===== src/rtl/pipe_hazard_ctl_if.sv =====
// pipe_hazard_ctl_if
//   Bundles the decode-side request, branch resolution and the hazard
//   controller's responses into one connection.
//   master : core side; drives advance, the ID operand/destination fields and
//            br_taken; receives stall/bubble/flush, forward selects,
//            busy_regs and the event counters.
//   slave  : hazard controller; the mirror image of master.
interface pipe_hazard_ctl_if #(
  parameter int REG_BITS = 3,
  parameter int FSEL_W   = 2
);
  logic                     advance;
  logic                     id_valid;
  logic [REG_BITS-1:0]      id_ra;
  logic [REG_BITS-1:0]      id_rb;
  logic                     id_ra_used;
  logic                     id_rb_used;
  logic                     id_wr;
  logic [REG_BITS-1:0]      id_rd;
  logic                     id_late;
  logic                     br_taken;

  logic                     stall;
  logic                     bubble;
  logic                     flush;
  logic [FSEL_W-1:0]        fwd_a;
  logic [FSEL_W-1:0]        fwd_b;
  logic [2**REG_BITS-1:0]   busy_regs;
  logic [15:0]              stall_cnt;
  logic [15:0]              flush_cnt;

  modport master (
    output advance, id_valid, id_ra, id_rb, id_ra_used, id_rb_used,
           id_wr, id_rd, id_late, br_taken,
    input  stall, bubble, flush, fwd_a, fwd_b, busy_regs, stall_cnt, flush_cnt
  );

  modport slave (
    input  advance, id_valid, id_ra, id_rb, id_ra_used, id_rb_used,
           id_wr, id_rd, id_late, br_taken,
    output stall, bubble, flush, fwd_a, fwd_b, busy_regs, stall_cnt, flush_cnt
  );
endinterface


===== src/rtl/pipe_hazard_ctl.sv =====
// pipe_hazard_ctl
//   Hazard, forwarding and flush controller for the pipelined SIMPLE core.
//   Keeps a shift-register scoreboard of in-flight register writes (slot 0 =
//   ID/EX ... slot DEPTH-1 = MEM/WB), picks per-operand forward sources,
//   raises load/input-use stalls with a bubble, flushes on a taken branch and
//   counts stall/flush events (saturating).
// Ports:
//   clk   : clock
//   rst_n : asynchronous active-low reset; clears scoreboard and counters
//   bus   : pipe_hazard_ctl_if.slave (ID request in, hazard decisions out)
module pipe_hazard_ctl #(
  parameter int REG_BITS = 3,
  parameter int DEPTH    = 3,
  parameter int LOAD_LAT = 2,
  parameter int BR_STAGE = 2,
  parameter int FSEL_W   = 2
) (
  input  logic             clk,
  input  logic             rst_n,
  pipe_hazard_ctl_if.slave bus
);

  localparam int NREGS = 2**REG_BITS;

  // Scoreboard: one entry per pipeline slot behind decode.
  logic [DEPTH-1:0]    r_v;
  logic [DEPTH-1:0]    r_late;
  logic [REG_BITS-1:0] r_rd [DEPTH];
  logic [15:0]         r_stall_cnt;
  logic [15:0]         r_flush_cnt;

  logic [DEPTH-1:0]    w_v_next;
  logic [DEPTH-1:0]    w_late_next;
  logic [REG_BITS-1:0] w_rd_next [DEPTH];

  logic [FSEL_W-1:0]   w_sel_a;
  logic [FSEL_W-1:0]   w_sel_b;
  logic                w_nf_a;
  logic                w_nf_b;
  logic                w_stall;
  logic [NREGS-1:0]    w_busy;

  // Youngest-match search. Scanning from the oldest slot down to slot 0 lets
  // the last hit (lowest index) win, so a younger writer shadows older ones.
  // A hit on a late result that has not yet reached LOAD_LAT cannot be
  // forwarded and flags a stall instead.
  always_comb begin
    w_sel_a = '0;
    w_sel_b = '0;
    w_nf_a  = 1'b0;
    w_nf_b  = 1'b0;
    for (int k = DEPTH - 1; k >= 0; k--) begin
      if (bus.id_ra_used && r_v[k] && (r_rd[k] == bus.id_ra)) begin
        w_sel_a = FSEL_W'(k + 1);
        w_nf_a  = r_late[k] && (k < LOAD_LAT);
      end
      if (bus.id_rb_used && r_v[k] && (r_rd[k] == bus.id_rb)) begin
        w_sel_b = FSEL_W'(k + 1);
        w_nf_b  = r_late[k] && (k < LOAD_LAT);
      end
    end
  end

  // A taken branch overrides any stall: the stalled consumer is squashed.
  assign w_stall = bus.id_valid & ~bus.br_taken & (w_nf_a | w_nf_b);

  always_comb begin
    w_busy = '0;
    for (int k = 0; k < DEPTH; k++) begin
      if (r_v[k]) begin
        w_busy[r_rd[k]] = 1'b1;
      end
    end
  end

  // Next-state for each slot. Entries that sat in slots younger than the
  // branch (old slots 0..BR_STAGE-1) are squashed, and they land in new
  // slots 1..BR_STAGE; the branch itself moves on untouched.
  genvar gi;
  generate
    for (gi = 0; gi < DEPTH; gi++) begin : g_slot
      if (gi == 0) begin : g_head
        assign w_v_next[gi]    = bus.id_valid & bus.id_wr & ~w_stall & ~bus.br_taken;
        assign w_rd_next[gi]   = bus.id_rd;
        assign w_late_next[gi] = bus.id_late;
      end else begin : g_tail
        localparam bit SQUASH = (gi <= BR_STAGE);
        assign w_v_next[gi]    = r_v[gi-1] & ~(bus.br_taken & SQUASH);
        assign w_rd_next[gi]   = r_rd[gi-1];
        assign w_late_next[gi] = r_late[gi-1];
      end
    end
  endgenerate

  always_ff @(posedge clk or negedge rst_n) begin
    if (!rst_n) begin
      r_v         <= '0;
      r_late      <= '0;
      for (int k = 0; k < DEPTH; k++) begin
        r_rd[k] <= '0;
      end
      r_stall_cnt <= '0;
      r_flush_cnt <= '0;
    end else if (bus.advance) begin
      r_v    <= w_v_next;
      r_late <= w_late_next;
      for (int k = 0; k < DEPTH; k++) begin
        r_rd[k] <= w_rd_next[k];
      end
      if (w_stall && (r_stall_cnt != 16'hFFFF)) begin
        r_stall_cnt <= r_stall_cnt + 16'd1;
      end
      if (bus.br_taken && (r_flush_cnt != 16'hFFFF)) begin
        r_flush_cnt <= r_flush_cnt + 16'd1;
      end
    end
  end

  assign bus.stall     = w_stall;
  assign bus.bubble    = w_stall;
  assign bus.flush     = bus.br_taken;
  assign bus.fwd_a     = w_nf_a ? '0 : w_sel_a;
  assign bus.fwd_b     = w_nf_b ? '0 : w_sel_b;
  assign bus.busy_regs = w_busy;
  assign bus.stall_cnt = r_stall_cnt;
  assign bus.flush_cnt = r_flush_cnt;

endmodule


===== src/flat_wrapper.sv =====
// flat-port wrapper written by rule: the top's interface ports become plain ports
module pipe_hazard_ctl_flat 
#(
  parameter int REG_BITS = 3,
  parameter int DEPTH    = 3,
  parameter int LOAD_LAT = 2,
  parameter int BR_STAGE = 2,
  parameter int FSEL_W   = 2
)
  (clk, rst_n, bus_advance, bus_id_valid, bus_id_ra, bus_id_rb, bus_id_ra_used, bus_id_rb_used, bus_id_wr, bus_id_rd, bus_id_late, bus_br_taken, bus_stall, bus_bubble, bus_flush, bus_fwd_a, bus_fwd_b, bus_busy_regs, bus_stall_cnt, bus_flush_cnt);
  pipe_hazard_ctl_if #(.REG_BITS(REG_BITS), .FSEL_W(FSEL_W)) bus_i ();
  input  logic clk;
  input  logic rst_n;
  input wire logic [$bits(bus_i.advance)-1:0] bus_advance;
  input wire logic [$bits(bus_i.id_valid)-1:0] bus_id_valid;
  input wire logic [$bits(bus_i.id_ra)-1:0] bus_id_ra;
  input wire logic [$bits(bus_i.id_rb)-1:0] bus_id_rb;
  input wire logic [$bits(bus_i.id_ra_used)-1:0] bus_id_ra_used;
  input wire logic [$bits(bus_i.id_rb_used)-1:0] bus_id_rb_used;
  input wire logic [$bits(bus_i.id_wr)-1:0] bus_id_wr;
  input wire logic [$bits(bus_i.id_rd)-1:0] bus_id_rd;
  input wire logic [$bits(bus_i.id_late)-1:0] bus_id_late;
  input wire logic [$bits(bus_i.br_taken)-1:0] bus_br_taken;
  output wire logic [$bits(bus_i.stall)-1:0] bus_stall;
  output wire logic [$bits(bus_i.bubble)-1:0] bus_bubble;
  output wire logic [$bits(bus_i.flush)-1:0] bus_flush;
  output wire logic [$bits(bus_i.fwd_a)-1:0] bus_fwd_a;
  output wire logic [$bits(bus_i.fwd_b)-1:0] bus_fwd_b;
  output wire logic [$bits(bus_i.busy_regs)-1:0] bus_busy_regs;
  output wire logic [$bits(bus_i.stall_cnt)-1:0] bus_stall_cnt;
  output wire logic [$bits(bus_i.flush_cnt)-1:0] bus_flush_cnt;
  assign bus_i.advance = bus_advance;
  assign bus_i.id_valid = bus_id_valid;
  assign bus_i.id_ra = bus_id_ra;
  assign bus_i.id_rb = bus_id_rb;
  assign bus_i.id_ra_used = bus_id_ra_used;
  assign bus_i.id_rb_used = bus_id_rb_used;
  assign bus_i.id_wr = bus_id_wr;
  assign bus_i.id_rd = bus_id_rd;
  assign bus_i.id_late = bus_id_late;
  assign bus_i.br_taken = bus_br_taken;
  assign bus_stall = bus_i.stall;
  assign bus_bubble = bus_i.bubble;
  assign bus_flush = bus_i.flush;
  assign bus_fwd_a = bus_i.fwd_a;
  assign bus_fwd_b = bus_i.fwd_b;
  assign bus_busy_regs = bus_i.busy_regs;
  assign bus_stall_cnt = bus_i.stall_cnt;
  assign bus_flush_cnt = bus_i.flush_cnt;
  pipe_hazard_ctl #(.REG_BITS(REG_BITS), .DEPTH(DEPTH), .LOAD_LAT(LOAD_LAT), .BR_STAGE(BR_STAGE), .FSEL_W(FSEL_W)) u_core (.clk(clk), .rst_n(rst_n), .bus(bus_i));
endmodule

===== config.mk =====
export PLATFORM = sky130hd
export DESIGN_NAME = pipe_hazard_ctl_flat
export DESIGN_NICKNAME = d
export VERILOG_FILES = /design/src/rtl/pipe_hazard_ctl_if.sv /design/src/rtl/pipe_hazard_ctl.sv /design/src/flat_wrapper.sv
export SDC_FILE = /design/constraint.sdc
export NUM_CORES = 1
export LEC_CHECK = 0
export BUFFER_PORTS_ARGS = -buffer_cell sky130_fd_sc_hd__clkbuf_2
export CAP_MARGIN = 20
export CORE_ASPECT_RATIO = 1.75
export CORE_MARGIN = 5
export CORE_UTILIZATION = 45
export DETAILED_ROUTE_END_ITERATION = 12
export PLACE_DENSITY = 0.79
export SYNTH_ARGS = -nofsm -noshare
export SYNTH_HDL_FRONTEND = slang
export SYNTH_SLANG_ARGS = --single-unit

===== constraint.sdc =====
create_clock -name clk -period 4.7 [get_ports clk]
set_input_delay 0.47 -clock clk [delete_from_list [all_inputs] [get_ports clk]]
set_output_delay 0.47 -clock clk [all_outputs]
set_load 0.03 [all_outputs]

== After elaboration in Yosys (flattened, before gate mapping) ==
Cells that the tools add are included.

* Bits in registers: 46
* Latch bits: 0
* Bits in writable memories: 0
* ROM bits: 0
* Input bits: 18
* Output and inout bits: 47
* Word-level logic and storage cells: 75
* Memories: 0

* $add $sub $neg: 2
* $mul: 0
* Divide/modulo/power cells: 0
* $lt $le $gt $ge: 6
* Eq/ne operators: 8
* Shift-type cells: 0
* Muxes and demuxes: 21
* Bitwise gates (word level): 12
* Reductions and logical operators: 19

{| class="wikitable"
|+ Operators by type and width
! kind !! number
|-
| 16-bit by 1-bit adder with 16-bit output, second input constant || 2
|-
| 16-bit != test, second input constant || 2
|-
| 8-bit two-way mux || 3
|-
| 3-bit equality test || 6
|-
| 1-bit logical AND || 17
|-
| 2-bit two-way mux || 8
|-
| 8-bit OR || 2
|-
| 3-bit by 4-bit less-than comparator with 1-bit output, second input constant || 3
|-
| 1-bit demux with 3-bit select || 3
|-
| 3-bit by 1-bit >= comparator with 1-bit output, second input constant || 3
|-
| 1-bit bitwise AND || 7
|-
| 1-bit two-way mux || 7
|-
| 2-bit AND reduction || 2
|-
| 1-bit inverter || 2
|-
| 1-bit OR || 1
|}

== Longest topological paths before layout ==
Gate-level depths: netlist (run 1).

* Depth after elaboration: 9
* Mapped depth: 7
* Depth with buffers taken out: 7

== Worst setup path after synthesis (run 1) ==
No wires, ideal clock.

* Path kind: reg-to-output
* Start point: reg u_core.r_rd[8] in the netlist's numbering
* End point: out bus_stall
* Data arrival time: 2.576 ns
* Data required time: 4.230 ns
* Slack: 1.654 ns
* Cell stages (with the launch flop): 8
* Buffers on the path: 2
* Path through: dfrtp_1 > buf_6 > xor2_1 > or4_4 > a21boi_2 > a21oi_1 > nor3b_1 > buf_4

* Cells in the longest elaborated chain, start to end: 5
* Elaborated cells on any way between the ends: 8
* Classes of those cells: eq/ne (2); mux (2); bitwise (2); reduce/logical (2)

{| class="wikitable"
|+ Ends and longest elaborated chain
! item !! line !! source
|-
| from (decl) || pipe_hazard_ctl.sv:28 || <nowiki>logic [REG_BITS-1:0] r_rd [DEPTH];</nowiki>
|-
| from (signal, indexed assignment) || pipe_hazard_ctl.sv:108 || <nowiki>r_rd[k] <= w_rd_next[k];</nowiki>
|-
| 3-bit equality test, on equally long branches || pipe_hazard_ctl.sv:53, pipe_hazard_ctl.sv:57 ||
|-
| 1-bit logical AND, on equally long branches || pipe_hazard_ctl.sv:53, pipe_hazard_ctl.sv:57 ||
|-
| 1-bit two-way mux, on equally long branches || pipe_hazard_ctl.sv:53, pipe_hazard_ctl.sv:57 ||
|-
| 1-bit OR (*) || pipe_hazard_ctl.sv:65 || <nowiki>assign w_stall = bus.id_valid & ~bus.br_taken & (w_nf_a | w_nf_b);</nowiki>
|-
| 1-bit bitwise AND (*) || pipe_hazard_ctl.sv:65 ||
|-
| to (decl) || flat_wrapper.sv:24 || <nowiki>output wire logic [$bits(bus_i.stall)-1:0] bus_stall;</nowiki>
|}

Mark *: on every way between the ends. The rest lies on a longest branch, timed or not.

== Final worst setup path (run 1) ==
* Start point: reg u_core.r_rd[5] in the netlist's numbering
* End point: out bus_bubble

* Cells in the longest elaborated chain, start to end: 6
* Elaborated cells on any way between the ends: 10
* Classes of those cells: eq/ne (2); mux (4); bitwise (2); reduce/logical (2)

{| class="wikitable"
|+ Ends and longest elaborated chain
! item !! line !! source
|-
| 3-bit equality test, on equally long branches || pipe_hazard_ctl.sv:53, pipe_hazard_ctl.sv:57 ||
|-
| 1-bit logical AND, on equally long branches || pipe_hazard_ctl.sv:53, pipe_hazard_ctl.sv:57 ||
|-
| 1-bit two-way mux, on equally long branches (2 in series) || pipe_hazard_ctl.sv:53, pipe_hazard_ctl.sv:57 ||
|-
| 1-bit OR (*) || pipe_hazard_ctl.sv:65 ||
|-
| 1-bit bitwise AND (*) || pipe_hazard_ctl.sv:65 ||
|-
| to (decl) || flat_wrapper.sv:25 || <nowiki>output wire logic [$bits(bus_i.bubble)-1:0] bus_bubble;</nowiki>
|}

Marked as above.

==> results of run 1 <==
## worst max-delay path, stage by stage, from the launching register on
cell and delay (ps):
dfrtp_1 520, xor2_1 200, nor4_1 590, a22o_1 280, a21oi_1 110, nor3b_1 270
clkbuf_2 260
## logic make-up after synthesis
| family | Yosys count | share of synthesized area (%) |
|---|---|---|
| compound gates | 30 | 8.63 |
| xor+xnor | 47 | 15.4 |
| fa+ha+maj | 2 | 0.933 |
| buf+inv | 21 | 4.15 |
| flops | 46 | 42.9 |
| mux | 13 | 5.51 |
| simple gates | 107 | 22.5 |
## synthesized netlist by cell type, types with 4 or more instances
library cell  count  area, um^2
inv_1             7        26.3
nor4_1            5        31.3
xor2_1           26         228
dfrtp_1          46        1150
nand2_1          24        90.1
xnor2_1          21         184
nor2_1           12        45.0
nand3_1          17        85.1
nand4_1          11        68.8
o21ai_0           8        40.0
a21oi_1           4        20.0
and2_1            4        25.0
mux2_2           10         113
clkbuf_1          7        26.3
and3_1            5        31.3
## metal layers
layer  GRT usage [%]  vias up  part of all wire (%)
met5               0        -                     0
met4            5.58        0                  0.66
met3            3.50        2                   5.2
met2            31.6       61                    54
met1            19.8     1092                    40
li1                -     1059                     -
## final cells by class
| type | count | area (um^2) |
|---|---|---|
| fill | 570 | 2720 |
| sequential | 46 | 1150 |
| inverter | 7 | 26.3 |
| clock buffer | 7 | 86.3 |
| multi-input combinational | 199 | 1420 |
| timing repair buffer | 65 | 328 |
| clock inverter | 1 | 5.00 |
| tap | 78 | 97.6 |
## path summary, 6_finish.rpt
check	slack, ps	depth (start not counted)	endpoint
max	1690	6	bus_bubble
min	260	2	u_core.bus.stall_cnt[11]
max reg2reg	2390	5	u_core.bus.stall_cnt[1]
min reg2reg	490	1	u_core.bus.stall_cnt[14]
max in group asynchronous	4040	2	u_core.r_rd[6]
min in group clk	410	2	u_core.r_rd[6]
## registers in the layout, summed over array words and instances, names as in the netlist
| name | cells |
|---|---|
| u_core.bus.flush_cnt | 16 |
| u_core.bus.stall_cnt | 16 |
| u_core.r_late | 2 |
| u_core.r_rd | 9 |
| u_core.r_v | 3 |
## report_power, final
part,leakage [nW],switching [mW],internal (mW),total (mW)
registers,0.603,0.0743,0.436,0.510
clock network,0.0482,0.125,0.119,0.243
logic,0.784,0.138,0.0842,0.222
total,1.43,0.337,0.639,0.976
## per-stage QoR
stage | area, um^2 | power (mW) | hold slack (ps) | setup slack (ps) | std cells
2_1_floorplan | 2680 | 0.664 | 174 | 1650 | 266
3_3_place_gp | 3020 | 0.734 | 477 | 2070 | 395
3_5_place_dp | 3020 | 0.742 | 483 | 1990 | 395
4_1_cts | 3110 | 0.989 | 280 | 1700 | 403
5_1_grt | 3110 | 1.03 | 323 | 1540 | 403
6_report | 3110 | 0.976 | 258 | 1690 | 403
==> out/qor.txt, run 1 <==
Status: finished, final reports clean
First-pass GRT wire length: 10.5 mm
Synth async-reset ratio: 100%
Worst EP arrival: 2540 ps
Die Y: 112 um
Fraction of layout cells with a size suffix above 1: 28.9%
Yosys Warn Count: 0
Yosys cell types: 50
Hold-fix buffers at CTS: 0
Worst r2r src: u_core.r_rd[5]
Resize count post-CTS: 0
Most common cell after layout, fill and taps aside: clkbuf_2
Routability cong.: 0.799
Setup crit start kind: flip-flop
LEAKAGE: 1.43 nW
Layout Skew: 5.93 ps
Fmax: 332 MHz
DRC viols: 0
CP Class: reg -> out
Rel. slew slack: 58.6%
Clock root buffer: clkbuf_8
Crit end category: primary output
Top-Level Pins: 65
Total global-route track usage: 17.6%
Crit. Startpoint: u_core.r_rd[5]
Final nets: 344
Seq cells post-synth: 46
Clock period minus worst slack: 3010 ps
Max-slew violations: 0
Std-Cell Rows: 37
Grt ovf: 0
Vias in the first global route: 2234
Post-Synthesis Cells: 266
Antenna cell count: 0
Width of the die: 68.4 um
TritonCTS clock tree: built
Fraction of the yosys area taken by sequential cells: 42.9%
Worst hold path type: in -> async
Clk sinks: 46
Area Overhead vs Synth: 16.1%
Reg clk slew, reported paths: 80 ps
Fin Setup TNS: 0 ps
Routed wire per std cell: 15.5 um
Power per cell area: 314 mW/mm^2
CP Max Fanout: 10
Clk buf depth: 2
Layout Utilization: 53.4%
Final hold vios: 0
Routed vias/inst: 5.49
Syn avg cell area: 10.1 um^2
I/O Buffers: 64
CP required: 4230 ps
EDFF count, synth: 0
Core ar.: 0.00583 mm^2
Routed vias: 2214
Most frequent cells in the layout: clkbuf_2 (64), dfrtp_1 (46), xor2_1 (26)
H-tree depth: 2
ANT nets after route: 0
Dpl hpwl: 4.75 mm
Max-cap violation count: 0
Post-Route WL: 6.26 mm
IR drop worst, VDD: 224 uV
Period utilization: 64.0%
RSZ-0062 raised after global routing: false
Syn_nets: 286
Tightest Pin Transition: 616 ps
Initial antenna violation count: 0
DIE AREA: 0.00766 mm^2
Total setup buffers inserted after CTS: 0
Initial core utilization: 46.0%
Final setup fails: 0
DRT iter0 DRCs: 132
Synthesized area: 0.00268 mm^2
Clock Latency Late Sink: 290 ps
TritonCTS buffer count: 5
Main synth FF type: dfrtp_1
First-pass iteration count of the detailed router: 4
Largest net degree at the start of global routing: 47
Power figures use the tool's default switching activity.
==> inputs of run 2 (changes only) <==
==> constraint.sdc (replaced) <==
create_clock -name clk -period 3 [get_ports clk]
set_input_delay 0.3 -clock clk [delete_from_list [all_inputs] [get_ports clk]]
set_output_delay 0.3 -clock clk [all_outputs]
set_load 0.03 [all_outputs]
==> run 2 against run 1 <==
  * Clock-buffer cell count is 1 lower
  * Register-to-register slack worse by 1700 ps
  * Clock power rose by 82%
  * Via count about the same
  * Final area is 1.0% higher
  * Sequential share of layout area fell by 0.38 points
  * Utilization increased by 0.56 points
  * Combinational power rose by 59%
  * Setup slack worse by 1500 ps
  * First-iteration DRC count fell by 3.8%
  * Largest power group unchanged
  * Highest routed layer unchanged
==> out/qor.txt, run 2 (synthesis results as in run 1) <==
Top-Level Pins: 65
Initial antenna violation count: 0
Routed vias: 2216
Fraction of layout cells with a size suffix above 1: 29.4%
Non-Filler Cell Area, Final: 0.00315 mm^2
Initial core utilization: 46.0%
Internal power: 1.06 mW
Crit end category: primary output
Psw: 0.527 mW
Clock Latency Late Sink: 290 ps
Clk pwr share: 27.8%
Routability cong.: 0.864
Total setup buffers inserted after CTS: 0
Flop pwr share: 50.0%
Layout Utilization: 53.9%
Max incr delay on CP: 600 ps
H-tree depth: 2
Tightest Pin Transition: 683 ps
Period utilization: 93.2%
Antenna cell count: 0
TritonCTS buffer count: 5
Most common cell after layout, fill and taps aside: clkbuf_2
Top layer in use: met4
Detail Route met2 WL: 3.33 mm
Clk buf depth: 2
Post-place setup slack: 519 ps
Comb pwr share: 22.2%
IR drop worst, VDD: 362 uV
LEAKAGE: 1.44 nW
RSZ-0062 raised after global routing: false
Slowest-stage cell, CP: nor4_1
Met1 wire length: 2.56 mm
I/O Buffers: 64
DRT iter0 DRCs: 127
Vias in the first global route: 2224
CP bufs+invs: 1
Layout Skew: 5.48 ps
Final nets: 345
CP Class: reg -> out
Final hold vios: 0
Most frequent cells in the layout: clkbuf_2 (64), dfrtp_1 (46), xor2_1 (26)
Setup crit start kind: flip-flop
DRC viols: 0
Grt ovf: 0
Clk sinks: 46
Fmax: 358 MHz
Routed vias/inst: 5.49
Reg clk slew, reported paths: 80 ps
Routed wl met3: 305 um
ANT nets after route: 0
Clock period minus worst slack: 2800 ps
Total global-route track usage: 17.2%
Sw Ratio: 33.1%
Power per cell area: 506 mW/mm^2
Rel. slew slack: 54.4%
Non-filler instance count after layout: 404
First-pass GRT wire length: 10.3 mm
Final WS setup: 205 ps
Worst hold slack: 38.0 ps
First-pass iteration count of the detailed router: 4
Routed wire per std cell: 15.7 um
Area Overhead vs Synth: 17.3%
Status: finished, final reports clean
Fillers: 553
Clock root buffer: clkbuf_8
DIE AREA: 0.00766 mm^2
Dpl hpwl: 4.91 mm
Post-Route WL: 6.33 mm
Max-slew violations: 0
Max-cap violation count: 0
Width of the die: 68.4 um
Crit-path cells: xor2_1 > nor4_1 > a22o_1 > a21oi_1 > nor3b_1 > clkbuf_2
Worst EP arrival: 2500 ps
Die Y: 112 um
CP top delay family: simple AND/OR/NAND/NOR gates
Placed cell areas: 0.00303 mm^2
Core ar.: 0.00583 mm^2
Final setup fails: 0
Hold-fix buffers at CTS: 0
CP Max Fanout: 10
Std-Cell Rows: 37
CP required: 2700 ps
Worst hold path type: in -> async
Fin Setup TNS: 0 ps
Placed Cells: 396
TritonCTS clock tree: built
Pwr Total: 1.59 mW
Largest net degree at the start of global routing: 29
-- run 2: metal layers --
metal	vias to the layer above	GRT usage (%)
li1	1062	-
met1	1087	20.2
met2	57	29.8
met4	0	7.17
met5	-	0
met3	10	3.10
-- run 2: power by group through the flow --
| stage | Clock (mW) | Combinational [mW] | Sequential (mW) |
|---|---|---|---|
| floorplan | 0 | 0.204 | 0.836 |
| global placement | 0 | 0.343 | 0.803 |
| detailed placement | 0 | 0.353 | 0.807 |
| CTS | 0.463 | 0.355 | 0.795 |
| global route | 0.484 | 0.383 | 0.811 |
| finish | 0.443 | 0.353 | 0.796 |
-- run 2: repair_timing --
action | CTS | global route
resized for setup | 0 | 1
endpoints found under the setup margin | 0 | 2
endpoints found under the hold margin | 0 | 0
-- run 2: cell type report --
class | instances | area, um^2 | area share [%]
clock buffers | 6 | 72.6 | 2.31
clock inverters | 2 | 37.5 | 1.19
inverters | 7 | 26.3 | 0.835
multi-input cells | 199 | 1430 | 45.3
flip-flops and latches | 46 | 1150 | 36.6
well taps | 78 | 97.6 | 3.10
repair buffers | 66 | 335 | 10.7
-- run 2: final timing paths --
| path | start | endpoint | slack [ps] | cells past startpoint |
|---|---|---|---|---|
| worst max register to register | u_core.r_rd[5] | u_core.bus.stall_cnt[1] | 700 | 5 |
| max in group asynchronous | rst_n | u_core.bus.stall_cnt[5] | 2250 | 2 |
| min in group clk | bus_id_late | u_core.r_late[0] | 250 | 2 |
| worst max-delay path | u_core.r_rd[5] | bus_bubble | 200 | 6 |
| worst min register to register | u_core.bus.flush_cnt[15] | u_core.bus.flush_cnt[15] | 500 | 1 |
| worst min-delay path | rst_n | u_core.bus.stall_cnt[12] | 40 | 1 |
==> inputs of run 3 (changes only) <==
--- a/config.mk
+++ b/config.mk
@@ -8,7 +8,6 @@
 export BUFFER_PORTS_ARGS = -buffer_cell sky130_fd_sc_hd__clkbuf_2
 export CAP_MARGIN = 20
 export CORE_ASPECT_RATIO = 1.75
-export CORE_MARGIN = 5
 export CORE_UTILIZATION = 45
 export DETAILED_ROUTE_END_ITERATION = 12
 export PLACE_DENSITY = 0.79
==> run 3 against run 2 <==
  * The flow now finishes with violations (negative hold slack)
  * Global-route usage up 3.7 points
  * Worst hold slack lost 50 ps
  * Via count decreased by 1.3%
  * Sequential power hardly changed
  * Clock skew shrank 0.79 ps
  * Register-to-register slack better by 100 ps
  * Sequential share of layout area is 0.26 points higher
  * Routed wire length fell by 4.4%
  * Combinational power is essentially flat
  * Critical path type unchanged
  * Critical endpoint unchanged
  * Largest cell class unchanged
==> out/qor.txt, run 3 (synthesis results as in run 1) <==
Crit. Startpoint: u_core.r_rd[8]
Top-Level Pins: 65
Grt ovf: 0
Area Overhead vs Synth: 16.5%
Clock Latency Late Sink: 290 ps
LEAKAGE: 1.44 nW
Std-Cell Rows: 36
Vias in the first global route: 2184
Final nets: 344
TritonCTS buffer count: 5
Setup slack, reg-to-reg: 800 ps
Max-slew violations: 0
Clock root buffer: clkbuf_8
Fmax: 355 MHz
Total global-route track usage: 21.0%
Tightest Pin Transition: 583 ps
Clock period minus worst slack: 2810 ps
Reg clk slew, reported paths: 80 ps
Hold-fix buffers at CTS: 0
H-tree depth: 2
Die Y: 104 um
Layout Utilization: 55.0%
Dpl hpwl: 4.59 mm
Failing checks: negative hold slack
Setup crit start kind: flip-flop
First-pass GRT wire length: 10.1 mm
Pwr Total: 1.53 mW
Routed vias/inst: 5.45
I/O Buffers: 64
CP Max Fanout: 11
Initial antenna violation count: 0
First-pass iteration count of the detailed router: 4
Final setup fails: 0
Worst hold slack: -12.4 ps
Clk buf depth: 2
Final hold vios: 23
Period utilization: 93.8%
Width of the die: 60.4 um
Routability cong.: 0.932
Routed vias: 2187
Power per cell area: 491 mW/mm^2
Worst Setup EP: bus_bubble
CP required: 2700 ps
IR drop worst, VDD: 409 uV
Layout Skew: 4.70 ps
Post-Route WL: 6.05 mm
Fraction of layout cells with a size suffix above 1: 29.5%
Final WS setup: 187 ps
Crit end category: primary output
FF-to-FF End: u_core.bus.stall_cnt[11]
TritonCTS clock tree: built
Fillers: 559
RSZ-0062 raised after global routing: false
Routed wire per std cell: 15.1 um
DIE AREA: 0.00628 mm^2
ANT nets after route: 0
Most frequent cells in the layout: clkbuf_2 (64), dfrtp_1 (46), xor2_1 (26)
Post-place setup slack: 444 ps
Fin Setup TNS: 0 ps
Register-to-Register Path Depth: 6
Largest net degree at the start of global routing: 25
Worst EP arrival: 2510 ps
Worst r2r src: u_core.r_rd[8]
Status: finished with violations
Antenna cell count: 0
Worst hold path type: in -> async
Most common cell after layout, fill and taps aside: clkbuf_2
Initial core utilization: 47.2%
DRT iter0 DRCs: 121
Clk sinks: 46
Max-cap violation count: 0
Rel. slew slack: 61.1%
CP Class: reg -> out
DRC viols: 0
Core ar.: 0.00568 mm^2
## run 3: changes by cell type in the layout (fill, tap and decap cells not counted), sizes merged
cell / change
clkinv: +1
clkinvlp: -1
clkbuf: +1
buf: -1
bufinv: -1
## run 3: final cells by class
class	instances	area, um^2	area share, %
Timing Repair Buffer	65	328	10.5
Tap cell	76	95.1	3.04
Multi-Input combinational cell	199	1430	45.8
Clock buffer	7	86.3	2.76
Sequential cell	46	1150	36.9
Inverter	7	26.3	0.841
Clock inverter	1	5.00	0.160
## run 3: stage by stage
| step | cell area (um^2) | hold WS, ps | cells |
|---|---|---|---|
| after floorplan | 2680 | 4.41 | 266 |
| after global placement | 3020 | 320 | 393 |
| after detailed placement | 3020 | 328 | 393 |
| after CTS | 3110 | 3.18 | 401 |
| after global routing | 3120 | 27.4 | 401 |
| final | 3120 | -12.4 | 401 |
## run 3: power by group
| part | internal [mW] | switching (mW) | total [mW] |
|---|---|---|---|
| Clock | 0.186 | 0.199 | 0.385 |
| Combinational | 0.133 | 0.220 | 0.353 |
| Sequential | 0.683 | 0.112 | 0.795 |
| Total | 1.00 | 0.532 | 1.53 |
## run 3: worst max-delay path: stages (launching register included)
cell	delay, ps
dfrtp_1	510
xor2_1	220
or4_4	590
a21boi_2	200
a21oi_1	80
nor3b_1	330
clkbuf_2	280
## run 3: layer usage
| layer | share of wire, % | vias to the layer above | GRT usage (%) | routed length [um] |
|---|---|---|---|---|
| li1 | - | 1054 | - | - |
| met1 | 41 | 1065 | 24.3 | 2480 |
| met2 | 53 | 57 | 35.9 | 3210 |
| met3 | 3.5 | 11 | 3.86 | 213 |
| met4 | 2.3 | 0 | 9.14 | 140 |
| met5 | 0 | - | 0 | 0 |
## run 3: worst min path at each step
| stage | start | to | slack [ps] | cells past startpoint |
|---|---|---|---|---|
| after floorplan | rst_n | u_core.bus.flush_cnt[0] | 4 | 0 |
| after detailed placement | rst_n | u_core.bus.stall_cnt[12] | 330 | 1 |
| after global placement | rst_n | u_core.bus.stall_cnt[14] | 320 | 1 |
| final | rst_n | u_core.bus.stall_cnt[12] | -10 | 1 |
| after global routing | rst_n | u_core.bus.stall_cnt[12] | 30 | 1 |
| after CTS | rst_n | u_core.bus.stall_cnt[12] | 3 | 1 |
## run 3: timing repair
item / 4_1_cts / 5_1_grt
endpoints found under the setup margin: 0 / 2
gates resized for setup: 0 / 2
hold endpoints to repair: 0 / 0
setup buffers: 0 / 0
